===== config.mk =====
export PLATFORM = sky130hd
export DESIGN_NAME = hl_reset_sequencer
export DESIGN_NICKNAME = d
export VERILOG_FILES = /design/src/rtl/hl_reset_sequencer.sv
export SDC_FILE = /design/constraint.sdc
export NUM_CORES = 1
export LEC_CHECK = 0
export CORE_MARGIN = 2
export CORE_UTILIZATION = 39
export CTS_CLUSTER_SIZE = 28
export DETAILED_ROUTE_END_ITERATION = 12
export MAX_ROUTING_LAYER = met4
export PLACE_DENSITY_LB_ADDON = 0.08
export SKIP_LAST_GASP = 1
export SLEW_MARGIN = 30
export SYNTH_ARGS = -nofsm -noshare
export SYNTH_HDL_FRONTEND = slang
export SYNTH_SLANG_ARGS = --single-unit

===== constraint.sdc =====
create_clock -name rstclk -period 2.3 [get_ports rstclk]
set_input_delay 0.46 -clock rstclk [delete_from_list [all_inputs] [get_ports rstclk]]
set_output_delay 0.46 -clock rstclk [all_outputs]
set_load 0.01 [all_outputs]

===== src/rtl/hl_reset_sequencer.sv =====
// Power-up / reset sequencer for the Hermes Lite board wrappers (rstclk domain).
// Define HL_CLKMON_EN to build the AD9866 heartbeat clock monitor.
module hl_reset_sequencer #(
    parameter int NR          = 3,
    parameter int CW          = 16,
    parameter int LOCK_WAIT   = 1024,
    parameter int PHY_RST_CYC = 256,
    parameter int AD_RST_CYC  = 64,
    parameter int STAGGER     = 16,
    parameter int HB_TIMEOUT  = 8
) (
    input  logic          rstclk,
    input  logic          extreset,
    input  logic          pll_locked,
    input  logic          exp_present,
    input  logic          ad9866_hb,
    output logic          clk_sel,
    output logic          phy_reset_n,
    output logic          ad9866_rst_n,
    output logic [NR-1:0] rx_rst,
    output logic          ready,
    output logic          clk_fault
);

    typedef enum logic [2:0] {S_IDLE, S_LOCK, S_PHY, S_AD, S_RX, S_RUN} state_t;

    localparam logic [CW-1:0] LOCK_LAST = CW'(LOCK_WAIT - 1);
    localparam logic [CW-1:0] PHY_LAST  = CW'(PHY_RST_CYC - 1);
    localparam logic [CW-1:0] AD_LAST   = CW'(AD_RST_CYC - 1);
    localparam logic [CW-1:0] RX_LAST   = CW'(NR * STAGGER - 1);

    state_t        state;
    logic [CW-1:0] cnt;
    logic [CW-1:0] cnt_inc;
    logic [1:0]    lock_ff;
    logic [1:0]    exp_ff;
    logic          lock_sync;
    logic          exp_sync;
    logic          exp_prev;
    logic          exp_edge;
    logic          hb_fault_evt;
    logic          restart;
    logic [NR-1:0] rx_hit;

    // Plain 2-FF synchronisers; deliberately not reset.
    always_ff @(posedge rstclk) begin
        lock_ff <= {lock_ff[0], pll_locked};
        exp_ff  <= {exp_ff[0], exp_present};
    end

    assign lock_sync = lock_ff[1];
    assign exp_sync  = exp_ff[1];
    assign exp_edge  = exp_sync ^ exp_prev;
    assign cnt_inc   = (cnt == {CW{1'b1}}) ? cnt : cnt + 1'b1;

    for (genvar i = 0; i < NR; i++) begin : g_rx
        assign rx_hit[i] = (cnt == CW'((i + 1) * STAGGER - 1));
    end

    // Expansion edges only matter once the clock choice has been committed.
    assign restart = (state != S_IDLE) &&
                     (!lock_sync || hb_fault_evt ||
                      (exp_edge && state != S_LOCK));

`ifdef HL_CLKMON_EN
    localparam int HW = $clog2(HB_TIMEOUT) + 1;
    localparam logic [HW-1:0] HB_LAST = HW'(HB_TIMEOUT - 1);

    logic [1:0]    hb_ff;
    logic          hb_prev;
    logic          hb_edge;
    logic          hb_mon;
    logic [HW-1:0] hb_cnt;

    always_ff @(posedge rstclk) begin
        hb_ff <= {hb_ff[0], ad9866_hb};
    end

    assign hb_edge = hb_ff[1] ^ hb_prev;
    // Once faulted the clock is pinned internal, so further timeouts are moot.
    assign hb_mon  = (state != S_IDLE) && exp_sync && !clk_sel && !clk_fault;
    assign hb_fault_evt = hb_mon && !hb_edge && (hb_cnt == HB_LAST);

    always_ff @(posedge rstclk) begin
        if (extreset) begin
            hb_prev   <= 1'b0;
            hb_cnt    <= '0;
            clk_fault <= 1'b0;
        end else begin
            hb_prev <= hb_ff[1];
            if (!hb_mon || hb_edge)
                hb_cnt <= '0;
            else if (hb_cnt != HB_LAST)
                hb_cnt <= hb_cnt + 1'b1;
            if (hb_fault_evt)
                clk_fault <= 1'b1;
        end
    end
`else
    logic unused_hb;
    assign unused_hb    = ad9866_hb;
    assign hb_fault_evt = 1'b0;
    assign clk_fault    = 1'b0;
`endif

    always_ff @(posedge rstclk) begin
        if (extreset) begin
            state        <= S_IDLE;
            cnt          <= '0;
            exp_prev     <= 1'b0;
            clk_sel      <= 1'b1;
            phy_reset_n  <= 1'b0;
            ad9866_rst_n <= 1'b0;
            rx_rst       <= '1;
            ready        <= 1'b0;
        end else begin
            exp_prev <= exp_sync;
            if (restart) begin
                // clk_sel intentionally holds; it is only re-chosen on S_LOCK exit.
                state        <= S_LOCK;
                cnt          <= '0;
                phy_reset_n  <= 1'b0;
                ad9866_rst_n <= 1'b0;
                rx_rst       <= '1;
                ready        <= 1'b0;
            end else begin
                case (state)
                    S_IDLE: begin
                        state <= S_LOCK;
                        cnt   <= '0;
                    end
                    S_LOCK: begin
                        if (cnt == LOCK_LAST) begin
                            clk_sel <= ~exp_sync | clk_fault;
                            cnt     <= '0;
                            state   <= S_PHY;
                        end else begin
                            cnt <= cnt_inc;
                        end
                    end
                    S_PHY: begin
                        if (cnt == PHY_LAST) begin
                            phy_reset_n <= 1'b1;
                            cnt         <= '0;
                            state       <= S_AD;
                        end else begin
                            cnt <= cnt_inc;
                        end
                    end
                    S_AD: begin
                        if (cnt == AD_LAST) begin
                            ad9866_rst_n <= 1'b1;
                            cnt          <= '0;
                            state        <= S_RX;
                        end else begin
                            cnt <= cnt_inc;
                        end
                    end
                    S_RX: begin
                        rx_rst <= rx_rst & ~rx_hit;
                        if (cnt == RX_LAST) begin
                            ready <= 1'b1;
                            cnt   <= '0;
                            state <= S_RUN;
                        end else begin
                            cnt <= cnt_inc;
                        end
                    end
                    S_RUN: begin
                        ready <= 1'b1;
                    end
                    default: begin
                        state <= S_IDLE;
                        cnt   <= '0;
                    end
                endcase
            end
        end
    end

endmodule


==> results.yml <==
status:
  outcome: "completed"
place:
  post-dp-hpwl_mm: 2.86
  routabilityCongestion: 0.829
  dpl_cell_area_um2: 1790
  port_buffers: 10
yosys:
  yosys-top-cells-count: "dfxtp_1, a21oi_1, nor2_1, nand3_1, nand2_1"
  synth_cell_types: 50
  synth-simple-area-share_pct: 31.5
  netlist_area_um2: 1590
  async_flop_share_pct: 0
  synth_edf_count: 0
  synth.most_common_cell: "dfxtp_1"
  yosysSeqAreaShare_pct: 39.0
  syn_inst: 197
  synth_top_area_share_pct: 39.0
  synth_top_area_cell: "dfxtp_1"
  synth_ff_type: "dfxtp_1"
  synth.area.top_cells: "dfxtp_1, a21oi_1, nor2_1"
  synthMuxAreaShare_pct: 1.89
  syn-num-nets: 203
  synth_warnings: 0
  synth-compound-area-share_pct: 20.5
  synth_xor_area_share_pct: 0.550
  synth_adder_area_share_pct: 0.786
  synth-seq-cells: 31
  syn_area_per_cell_um2: 8.09
  synth_top_family_by_area: "simple AND/OR/NAND/NOR gates"
timing:
  finalCritPeriodShare_pct: 92.1
  worst_pin_slew_ns: 0.526
  max_slew_margin_pct: 64.8
  finalSetupViolations: 0
  hold_violations: 0
  fin_skew_ns: 0.00243
  slew_violations: 0
  rsz0062_at_grt: "false"
  fmax_mhz: 472
  period_minus_slack_ns: 2.12
  whs_ns: 0.333
  fin_tns_setup_ns: 0
critical_path:
  cp.required_ns: 2.46
  critPathKind: "reg2reg"
  critPathMaxFanout: 10
  startpoint_type: "flop"
  r2r-start: "cnt[0]$_SDFFE_PP0N_"
  worstPathArrival_ns: 2.27
  cp-end-kind: "flop"
  crit_start: "cnt[0]$_SDFFE_PP0N_"
floorplan:
  die_h_um: 67.9
  die_width_um: 67.9
  rows: 23
  die-area_um2: 4610
  start_util_pct: 40.1
  ios: 13
  core_area_um2: 3970
global_route:
  grt_max_degree: 22
  grt_pass1_wl_mm: 6.59
  grt_usage_pct: 20.1
  first_global_vias: 1406
  grt_overflow: 0
  antenna_found_initial: 0
power_and_ir_drop:
  peakVddDrop_uv: 384
  leakage_uw: 0.000645
  power_uw: 1580
  switching_share_pct: 31.8
  switchingPower_uw: 500
  intPower_uw: 1080
  pwr-share-comb_pct: 28.5
  power.share.sequential_pct: 39.2
  power_frac_clock_pct: 32.3
  p_per_area_nw_per_um2: 831
final_layout:
  antenna_cells: 0
  multi_input_area_um2: 890
  fin_area_um2: 1900
  regArea_um2: 621
  fill_cells: 381
  drive_above_1_share_pct: 12.2
  utilization_pct: 47.8
  final_nets: 219
  area_growth_pct: 19.1
worst_hold_path:
  min_path_type: "reg2reg"
  min-delay-start: "exp_ff[0]$_DFF_P_"
detailed_routing:
  wl_per_cell_um: 14.8
  ant_nets: 0
  via_per_inst: 5.73
  drt-total-wl_mm: 3.90
  drc: 0
  dr.pass1.iters: 4
  vias: 1507
  drt_iter0_markers: 81
run:
  max-cap-violations: 0
clock_network:
  htree_levels: 2
  clock_sinks: 31
  cts_hold_buf: 0
  post-cts-setup-buffers: 0
  path_clk_slew_ns: 0.06
  cts_buffer_depth: 2
  insertion_delay_ns: 0.28
  cts_tree: "built"
  numCtsBuffers: 5
  clock-root-buffer: "clkbuf_8"
  cts_resized: 0
-- critical path, cell delays in order, from the launching register on --
cell and delay [ns]:
dfxtp_1 0.40, ha_1 0.24, and4_1 0.30, nand4_1 0.13
a32oi_2 0.30, buf_4 0.17, nand2_2 0.14, nor4b_2 0.24
a211oi_1 0.08
-- cell families after synthesis --
family | count (synthesis)
flops | 31
simple gates | 91
other cells | 1
mux | 3
xor+xnor | 1
fa+ha+maj | 1
compound gates | 51
buf+inv | 18
-- metrics by stage --
| step | instances | worst slack (ns) |
|---|---|---|
| global placement | 256 | 0.232 |
| global route | 263 | 0.0113 |
| floorplan | 197 | 0.303 |
| finish | 263 | 0.182 |
| CTS | 263 | 0.151 |
| detailed placement | 256 | 0.172 |
-- final timing paths --
| check | end | slack, ns | cells past startpoint |
|---|---|---|---|
| hold reg to reg | exp_ff[1]$_DFF_P_ | 0.33 | 0 |
| setup / recovery | state[0]$_SDFFE_PP0P_ | 0.18 | 8 |
| setup reg to reg | state[0]$_SDFFE_PP0P_ | 0.18 | 8 |
| hold / removal | exp_ff[1]$_DFF_P_ | 0.33 | 0 |
-- power by group through the flow --
stage | Clock, µW | Sequential [µW] | Combinational (µW)
after floorplan | 0 | 587 | 361
after detailed placement | 0 | 628 | 438
after global placement | 0 | 625 | 426
final | 508 | 618 | 449
after global routing | 552 | 625 | 504
after CTS | 523 | 616 | 440
-- cell usage in the layout, fill, tap and decap left out, types with 5 or more instances in the layout --
master / n
a21oi_1: 20
nand4_1: 11
a31oi_1: 5
inv_1: 5
buf_4: 11
o21ai_0: 5
nand3_1: 13
nand2_1: 12
nor2_1: 20
and3_1: 6
dfxtp_1: 31
clkbuf_8: 5
nor3_1: 6
clkdlybuf4s50_1: 10
-- per-layer routing --
| layer | wire (µm) | vias to the layer above | global-route usage, % | part of all wire, % |
|---|---|---|---|---|
| met3 | 185 | 6 | 4.61 | 4.7 |
| li1 | - | 759 | - | - |
| met5 | 0 | - | - | 0 |
| met1 | 1920 | 707 | 26.2 | 49 |
| met4 | 67 | 0 | 9.50 | 1.7 |
| met2 | 1730 | 35 | 29.4 | 44 |
-- state kept, by name, indices dropped and copies added, names as in the netlist --
signal,cells
rx_rst,3
exp_prev,1
lock_ff,2
phy_reset_n,1
cnt,16
state,3
ready,1
ad9866_rst_n,1
exp_ff,2
clk_sel,1
-- area by class of cell --
type | count | share of cell area, %
Clock buffer | 6 | 3.83
Multi-Input combinational cell | 148 | 46.9
Clock inverter | 1 | 1.58
Timing Repair Buffer | 22 | 10.7
Tap cell | 50 | 3.30
Inverter | 5 | 0.989
Sequential cell | 31 | 32.7
(Power assumes the default switching activity.)
